--- config.mk ---
export PLATFORM = sky130hd
export DESIGN_NAME = mac_chain_flat
export DESIGN_NICKNAME = d
export VERILOG_FILES = /design/src/rtl/mac_chain_if.sv /design/src/rtl/mac_chain.sv /design/src/flat_wrapper.sv
export SDC_FILE = /design/constraint.sdc
export NUM_CORES = 2
export LEC_CHECK = 0
export BUFFER_PORTS_ARGS = -buffer_cell sky130_fd_sc_hd__buf_2
export CORE_AREA = 3 3 337 339
export CTS_BUF_LIST = sky130_fd_sc_hd__clkbuf_8
export DETAILED_ROUTE_END_ITERATION = 8
export DIE_AREA = 0 0 340 342
export SETUP_SLACK_MARGIN = 0.2
export SYNTH_ARGS = -nofsm -noshare
export SYNTH_HDL_FRONTEND = slang
export SYNTH_SLANG_ARGS = --single-unit
export TNS_END_PERCENT = 100
--- constraint.sdc ---
create_clock -name clk -period 6.91 [get_ports clk]
set_input_delay 1.382 -clock clk [delete_from_list [all_inputs] [get_ports clk]]
set_output_delay 1.382 -clock clk [all_outputs]
set_load 0.05 [all_outputs]
--- src/rtl/mac_chain_if.sv ---
// mac_chain_if -- bundles the streaming, kernel-load and result signals of
// mac_chain.
//   img/val/rdy      : input beat stream, channel c at img[c*IMG_WIDTH +: IMG_WIDTH]
//   ker_wr/addr/data : shadow weight write port
//   ker_commit       : request to copy the shadow bank into the active bank
//   result/res_val   : dot product output (result is 0 when res_val is 0)
//   drop             : sticky flag, a beat was offered while rdy was low
// master = producer/consumer side, slave = mac_chain.
interface mac_chain_if #(
  parameter int KER_WIDTH = 16,
  parameter int IMG_WIDTH = 16,
  parameter int IMG_NB    = 3,
  parameter int ACC_WIDTH = IMG_WIDTH + KER_WIDTH + $clog2(IMG_NB) + 1,
  parameter int AW        = (IMG_NB > 1) ? $clog2(IMG_NB) : 1
);
  logic [IMG_WIDTH*IMG_NB-1:0] img;
  logic                        val;
  logic                        rdy;
  logic                        ker_wr;
  logic [AW-1:0]               ker_addr;
  logic [KER_WIDTH-1:0]        ker_data;
  logic                        ker_commit;
  logic [ACC_WIDTH-1:0]        result;
  logic                        res_val;
  logic                        drop;

  modport master (
    output img, val, ker_wr, ker_addr, ker_data, ker_commit,
    input  rdy, result, res_val, drop
  );

  modport slave (
    input  img, val, ker_wr, ker_addr, ker_data, ker_commit,
    output rdy, result, res_val, drop
  );
endinterface

--- src/rtl/mac_chain.sv ---
// mac_chain -- systolic multiply-accumulate chain. Each accepted beat yields
// sum_c ker_active[c]*img[c]. Channel c is skewed by c*STAGE_LAT cycles so it
// meets the partial sum travelling down the chain; every stage adds its
// product and holds the sum for STAGE_LAT registers.
// Weights are double-buffered: writes land in a shadow bank, and a commit
// stalls input (rdy=0) until the chain is empty, then copies shadow->active.
// Ports:
//   clk : rising-edge clock
//   rst : asynchronous reset, active low
//   bus : mac_chain_if slave modport (stream in, kernel load, result out)
module mac_chain #(
  parameter int KER_WIDTH = 16,
  parameter int IMG_WIDTH = 16,
  parameter int IMG_NB    = 3,
  parameter int STAGE_LAT = 6,
  parameter int ACC_WIDTH = IMG_WIDTH + KER_WIDTH + $clog2(IMG_NB) + 1,
  parameter int AW        = (IMG_NB > 1) ? $clog2(IMG_NB) : 1
) (
  input  logic       clk,
  input  logic       rst,
  mac_chain_if.slave bus
);
  localparam int LAT = IMG_NB * STAGE_LAT;
  localparam int PW  = IMG_WIDTH + KER_WIDTH;

  typedef enum logic {S_RUN = 1'b0, S_DRAIN = 1'b1} state_t;

  state_t               r_state;
  state_t               w_state_nxt;
  logic                 w_copy;
  logic                 w_rdy;
  logic                 w_accept;
  logic [LAT-1:0]       r_vld_p;
  logic                 r_drop;
  logic [IMG_NB-1:0]    w_wr_hit;
  logic [KER_WIDTH-1:0] r_ker_shd [IMG_NB];
  logic [KER_WIDTH-1:0] r_ker_act [IMG_NB];
  logic [IMG_WIDTH-1:0] w_pix     [IMG_NB];
  logic [ACC_WIDTH-1:0] w_psum    [IMG_NB];

  // rdy is a pure decode of the state flop, so it is glitch-free and registered.
  assign w_rdy    = (r_state == S_RUN);
  assign w_accept = bus.val && w_rdy;

  always_ff @(posedge clk or negedge rst) begin
    if (!rst) r_state <= S_RUN;
    else      r_state <= w_state_nxt;
  end

  // The copy waits for an empty valid pipe, so every in-flight beat finishes
  // with the weight set it started with.
  always_comb begin
    w_state_nxt = r_state;
    w_copy      = 1'b0;
    case (r_state)
      S_RUN:   if (bus.ker_commit) w_state_nxt = S_DRAIN;
      S_DRAIN: if (r_vld_p == '0) begin
                 w_copy      = 1'b1;
                 w_state_nxt = S_RUN;
               end
      default: w_state_nxt = S_RUN;
    endcase
  end

  always_ff @(posedge clk or negedge rst) begin
    if (!rst) begin
      r_vld_p <= '0;
      r_drop  <= 1'b0;
    end else begin
      r_vld_p[0] <= w_accept;
      for (int k = 1; k < LAT; k++) r_vld_p[k] <= r_vld_p[k-1];
      if (bus.val && !w_rdy) r_drop <= 1'b1;
    end
  end

  // Addresses at or beyond IMG_NB never match, so such writes are dropped.
  always_comb begin
    w_wr_hit = '0;
    for (int i = 0; i < IMG_NB; i++)
      w_wr_hit[i] = bus.ker_wr && (bus.ker_addr == AW'(i));
  end

  // A write landing in the copy cycle is forwarded so the new value is copied.
  always_ff @(posedge clk or negedge rst) begin
    if (!rst) begin
      for (int i = 0; i < IMG_NB; i++) begin
        r_ker_shd[i] <= '0;
        r_ker_act[i] <= '0;
      end
    end else begin
      for (int i = 0; i < IMG_NB; i++) begin
        if (w_wr_hit[i]) r_ker_shd[i] <= bus.ker_data;
        if (w_copy)      r_ker_act[i] <= w_wr_hit[i] ? bus.ker_data : r_ker_shd[i];
      end
    end
  end

  genvar c;
  generate
    for (c = 0; c < IMG_NB; c++) begin : g_stage
      logic [PW-1:0]        w_prod;
      logic [ACC_WIDTH-1:0] w_psum_in;
      logic [ACC_WIDTH-1:0] r_psum_p [STAGE_LAT];

      if (c == 0) begin : g_first
        assign w_pix[c]  = bus.img[c*IMG_WIDTH +: IMG_WIDTH];
        assign w_psum_in = '0;
      end else begin : g_skew
        // skew line: channel c arrives exactly when stage c-1's sum does
        logic [IMG_WIDTH-1:0] r_pix_p [c*STAGE_LAT];
        always_ff @(posedge clk) begin
          r_pix_p[0] <= bus.img[c*IMG_WIDTH +: IMG_WIDTH];
          for (int k = 1; k < c*STAGE_LAT; k++) r_pix_p[k] <= r_pix_p[k-1];
        end
        assign w_pix[c]  = r_pix_p[c*STAGE_LAT-1];
        assign w_psum_in = w_psum[c-1];
      end

      assign w_prod = {{KER_WIDTH{1'b0}}, w_pix[c]} * {{IMG_WIDTH{1'b0}}, r_ker_act[c]};

      // stage c: accumulate, then hold for STAGE_LAT registers
      always_ff @(posedge clk) begin
        r_psum_p[0] <= w_psum_in + {{(ACC_WIDTH-PW){1'b0}}, w_prod};
        for (int k = 1; k < STAGE_LAT; k++) r_psum_p[k] <= r_psum_p[k-1];
      end
      assign w_psum[c] = r_psum_p[STAGE_LAT-1];
    end
  endgenerate

  assign bus.rdy     = w_rdy;
  assign bus.res_val = r_vld_p[LAT-1];
  assign bus.result  = r_vld_p[LAT-1] ? w_psum[IMG_NB-1] : '0;
  assign bus.drop    = r_drop;
endmodule

--- src/flat_wrapper.sv ---
// flat-port wrapper written by rule: the top's interface ports become plain ports
module mac_chain_flat 
#(
  parameter int KER_WIDTH = 16,
  parameter int IMG_WIDTH = 16,
  parameter int IMG_NB    = 3,
  parameter int STAGE_LAT = 6,
  parameter int ACC_WIDTH = IMG_WIDTH + KER_WIDTH + $clog2(IMG_NB) + 1,
  parameter int AW        = (IMG_NB > 1) ? $clog2(IMG_NB) : 1
)
  (clk, rst, bus_img, bus_val, bus_ker_wr, bus_ker_addr, bus_ker_data, bus_ker_commit, bus_rdy, bus_result, bus_res_val, bus_drop);
  mac_chain_if #(.KER_WIDTH(KER_WIDTH), .IMG_WIDTH(IMG_WIDTH), .IMG_NB(IMG_NB), .ACC_WIDTH(ACC_WIDTH), .AW(AW)) bus_i ();
  input  logic clk;
  input  logic rst;
  input wire logic [$bits(bus_i.img)-1:0] bus_img;
  input wire logic [$bits(bus_i.val)-1:0] bus_val;
  input wire logic [$bits(bus_i.ker_wr)-1:0] bus_ker_wr;
  input wire logic [$bits(bus_i.ker_addr)-1:0] bus_ker_addr;
  input wire logic [$bits(bus_i.ker_data)-1:0] bus_ker_data;
  input wire logic [$bits(bus_i.ker_commit)-1:0] bus_ker_commit;
  output wire logic [$bits(bus_i.rdy)-1:0] bus_rdy;
  output wire logic [$bits(bus_i.result)-1:0] bus_result;
  output wire logic [$bits(bus_i.res_val)-1:0] bus_res_val;
  output wire logic [$bits(bus_i.drop)-1:0] bus_drop;
  assign bus_i.img = bus_img;
  assign bus_i.val = bus_val;
  assign bus_i.ker_wr = bus_ker_wr;
  assign bus_i.ker_addr = bus_ker_addr;
  assign bus_i.ker_data = bus_ker_data;
  assign bus_i.ker_commit = bus_ker_commit;
  assign bus_rdy = bus_i.rdy;
  assign bus_result = bus_i.result;
  assign bus_res_val = bus_i.res_val;
  assign bus_drop = bus_i.drop;
  mac_chain #(.KER_WIDTH(KER_WIDTH), .IMG_WIDTH(IMG_WIDTH), .IMG_NB(IMG_NB), .STAGE_LAT(STAGE_LAT), .ACC_WIDTH(ACC_WIDTH), .AW(AW)) u_core (.clk(clk), .rst(rst), .bus(bus_i));
endmodule
Word level (Yosys, flattened, before mapping)

Memories as Yosys holds them, arrays and structs flattened.
Index checks and enable logic that the tools add are counted.

Add/sub/neg operators: 2
$mul: 3
Div/mod/pow operators: 0
Magnitude comparators: 0
Equal/unequal tests: 2
Shifts and indexed selects: 0
Multiplexer cells: 9
Bitwise gates (word level): 1
Reduce and logical (&&, ||, !) cells: 7

Operators by type and width:

| cell                 | count |
|---|---|
| $mul A16 B16 Y32     | 3 |
| $add A35 B32 Y35     | 2 |
| $mux W16             | 3 |
| $mux W35             | 1 |
| $logic_not A18 Y1    | 1 |
| $logic_and A1 B1 Y1  | 5 |
| $mux W1              | 4 |
| $eq A2 B1 Y1 const B | 1 |
| $eq A2 B2 Y1 const B | 1 |
| $logic_not A2 Y1     | 1 |
| $pmux W1 S2          | 1 |
| $not A1 Y1           | 1 |

Register bits after elaboration: 116
Bits in latches: 0
Memory bits (writable): 918
Bits in read-only memories: 0
Input bits: 71
Output and inout bits: 38
Logic and storage cells: 38
Memories: 5

Memories:

| name                             | words | width | read ports | clocked after memory_dff | wr ports | RTL line         | text |
|---|---|---|---|---|---|---|---|
| u_core.g_stage[0].r_psum_p       | 6     | 35    | 6          | 0                        | 6        | mac_chain.sv:103 | `logic [ACC_WIDTH-1:0] r_psum_p [STAGE_LAT];` |
| u_core.g_stage[1].r_psum_p       | 6     | 35    | 6          | 0                        | 6        | mac_chain.sv:103 |  |
| u_core.g_stage[2].r_psum_p       | 6     | 35    | 6          | 0                        | 6        | mac_chain.sv:103 |  |
| u_core.g_stage[2].g_skew.r_pix_p | 12    | 16    | 12         | 0                        | 12       | mac_chain.sv:110 | `logic [IMG_WIDTH-1:0] r_pix_p [c*STAGE_LAT];` |
| u_core.g_stage[1].g_skew.r_pix_p | 6     | 16    | 6          | 0                        | 6        | mac_chain.sv:110 |  |

Logic depth before layout (Yosys ltp)

Depth in word-level cells: 3
Gate-level depth with buffers: 25
Depth with buffers taken out: 23

Least setup slack after synthesis

Ideal clock, no wire load.

Path type: input to register
Start: in bus_img[11]
End: mem u_core.g_stage[0].r_psum_p[0][29] (netlist name)
Setup time: 0.072 ns
Arrival: 6.927 ns
Required time: 6.838 ns
Path slack: -0.090 ns
Stages on the path: 22
Buffers on the path: 2
Path through: clkbuf_1 -> nand2_1 -> fa_1 -> fa_1 -> inv_1 -> fa_1 -> fa_1 -> fa_1 -> inv_1 -> fa_1 -> inv_1 -> ha_1 -> buf_2 -> a2111o_1 -> a31oi_1 -> nor2_1 -> o311a_1 -> a21boi_2 -> nand2b_1 -> a21o_1 -> a31oi_1 -> xnor2_1

RTL lines:

| what            | RTL line           | text |
|---|---|---|
| start, declared | flat_wrapper.sv:15 | `input wire logic [$bits(bus_i.img)-1:0] bus_img;` |
| end, declared   | mac_chain.sv:103   |  |

==> flow_summary.toml <==
[run_status]
status = "completed"

[global_routing]
grt_start_max_net_pins = 65
grt_remaining_overflow = 0
first_global_vias = 31500
grt_use_total = 0.170
antenna_found_initial = 9
grt_pass1_wl_um = 158000

[clock_tree]
numCtsBuffers = 159
hold_buffers = 0
htreeDepth = 4
cts.sinks = 1016
clockRootBuffer = "clkbuf_8"
clk_pin_slew_ns = 0.06
cts_tree = "built"
cts_buffer_depth = 3
insertion_delay_ns = 0.84

[layout]
fill_cells = 9982
nets = 5673
syn_to_final_growth_pct = 13.2
stdcell_count = 6267
final_cell_area_sq_um = 56500
drive_gt1_frac = 0.132

[critical_path]
critPathLaunchType = "flop"
cp.required_ns = 7.62
r2r_slack_ns = 0.41
cp.arrival_ns = 7.21
critPathCaptureType = "flop"
criticalPathCategory = "reg -> reg"
path_max_fanout = 17

[yosys]
ys_ff_latch = 1016
synthTopCellsByArea = "dfxtp_1 (36%), fa_1 (26%), ha_1 (8.0%), inv_1 (6.3%), dfrtp_1 (5.8%)"
syn_area_per_cell_sq_um = 11.5
netlist_instances = 4350
async_reset_ff_frac = 0.114
synth-xor-area-share = 0.0137
synth-compound-area-share = 0.0346
synth_mux_area_frac = 0.0217
ys_types = 76
yosysWarningCount = 0
synthAdderAreaFrac = 0.339
ys_top_cells_by_count = "dfxtp_1 (900), inv_1 (840), fa_1 (646)"
synth_edf_count = 0
ys_seq_area_frac = 0.420
synth_most_common_cell = "dfxtp_1"
synth.top_cell.area_share = 0.361
synth_top_family_by_area = "adder cells"
synthFlopType = "dfxtp_1"
synth_simple_gate_area_frac = 0.0978
synth_nets = 5386
syn_area_sq_um = 49900
yosysTopAreaCell = "dfxtp_1"

[sta]
setup_violations = 0
min_period_ns = 6.50
rsz0062_at_grt = "true"
drv_slew = 0
max_freq_ghz = 0.154
finalHoldViolations = 0
tightestPinTransition_ns = 1.06
clock_skew_ns = 0.0364
fin_crit_sh = 0.941
relSlewSlack = 0.291

[die]
coreArea_sq_um = 111000
die_w_um = 340
floorplan.initialDensity = 0.451
rows = 122
fp.dieH_um = 342
fp.dieArea_sq_um = 116000
pin_count = 109

[route]
drtAntennaViolNets = 0
avgViaCountPerCell = 4.57
first_pass_iters = 5
vias = 28700
drc = 0
drt_wl_total_um = 93600
avgRoutedWirePerCell_um = 14.9
first_iter_violations = 1009

[place]
gp_congestion = 0.850
place_inst = 5963
postPlaceCellArea_sq_um = 52900
numPortBuffers = 108
hpwl_um = 73300

[min_path]
hold_path.class = "reg -> reg"

[run]
maxCapViolCount = 0
==> sequential cells by signal, indices dropped and copies added, names as in the netlist <==
name / count
u_core.r_ker_shd: 48
u_core.r_ker_act: 48
u_core.r_vld_p: 18
u_core.bus.drop: 1
u_core.g_stage.r_psum_p: 612
u_core.r_state: 1
u_core.g_stage.g_skew.r_pix_p: 288
==> final timing paths <==
path	endpoint	cells after the start	from
max	u_core.g_stage[2].r_psum_p[0][28]$_DFF_P_	19	u_core.r_ker_act[15]$_DFFE_PN0P_
min	u_core.g_stage[0].r_psum_p[3][10]$_DFF_P_	0	u_core.g_stage[0].r_psum_p[2][10]$_DFF_P_
max reg2reg	u_core.g_stage[2].r_psum_p[0][28]$_DFF_P_	19	u_core.r_ker_act[15]$_DFFE_PN0P_
min reg2reg	u_core.g_stage[0].r_psum_p[3][10]$_DFF_P_	0	u_core.g_stage[0].r_psum_p[2][10]$_DFF_P_
max in group asynchronous	u_core.r_ker_act[10]$_DFFE_PN0P_	2	rst
min in group asynchronous	u_core.r_ker_act[47]$_DFFE_PN0P_	1	rst
==> timing repair <==
item | 4_1_cts | 5_1_grt
gates resized for setup | 0 | 17
buffers inserted | 0 | 1
setup endpoints to repair | 0 | 10
==> cells by family after synthesis <==
kind of cell             after synthesis
flip-flops                          1016
AND/OR/NAND/NOR                      984
adder cells (fa/ha/maj)              965
buffers and inverters                963
AO/OA/AOI/OAI                        248
multiplexers                          96
XOR/XNOR                              78
==> metrics by stage <==
step	setup TNS, ns	setup WS (ns)	hold WS [ns]	util
floorplan	0	0.125	0.310	-
global placement	-1.49	-0.292	0.310	0.478
detailed placement	-1.75	-0.321	0.312	0.478
CTS	0	0.248	0.289	0.510
global route	0	0.166	0.290	0.510
finish	0	0.406	0.300	0.510
==> placed cells by master, fill, tap and decap left out, drive strengths merged, types with 15 or more instances in the layout <==
| cell | n |
|---|---|
| o21ai | 43 |
| a21oi | 69 |
| mux2 | 96 |
| xor2 | 22 |
| clkbuf | 201 |
| dfrtp | 116 |
| dfxtp | 900 |
| buf | 249 |
| inv | 907 |
| nand2 | 465 |
| and2 | 374 |
| nor2 | 54 |
| fa | 646 |
| xnor2 | 56 |
| a21o | 41 |
| clkinv | 18 |
| ha | 319 |
| o21a | 15 |
==> routing by layer <==
layer | global-route usage | vias up | wire length, um
met5 | 0 | - | 13
met4 | 0.0643 | 2 | 2870
met3 | 0.0383 | 170 | 4570
met2 | 0.293 | 555 | 45400
met1 | 0.208 | 14200 | 40700
li1 | - | 13700 | -
==> worst max-delay path: stages (launching register included) <==
cell	delay [ns]
dfrtp_1	0.85
and2_1	0.25
fa_1	0.44
fa_1	0.46
fa_1	0.51
fa_1	0.43
fa_1	0.49
inv_1	0.05
fa_1	0.47
inv_1	0.04
ha_1	0.33
and3_1	0.25
a221oi_2	0.32
o21ai_0	0.14
a21o_1	0.22
a41oi_4	0.25
o211a_4	0.21
a21oi_1	0.10
o211a_1	0.22
a2111o_1	0.37
==> final cells by class <==
class	count	area [sq um]	share of cell area
tap	1488	1860	0.0330
timing repair buffer	249	1630	0.0288
clock inverter	94	759	0.0135
inverter	840	3150	0.0559
clock buffer	201	2770	0.0490
multi-input combinational	2371	25300	0.449
antenna	8	20.0	0.000355
sequential	1016	20900	0.371
Power is left out: the tool's default activity adds up to more than one toggle a clock period on the data nets, which glitch-free logic cannot reach.
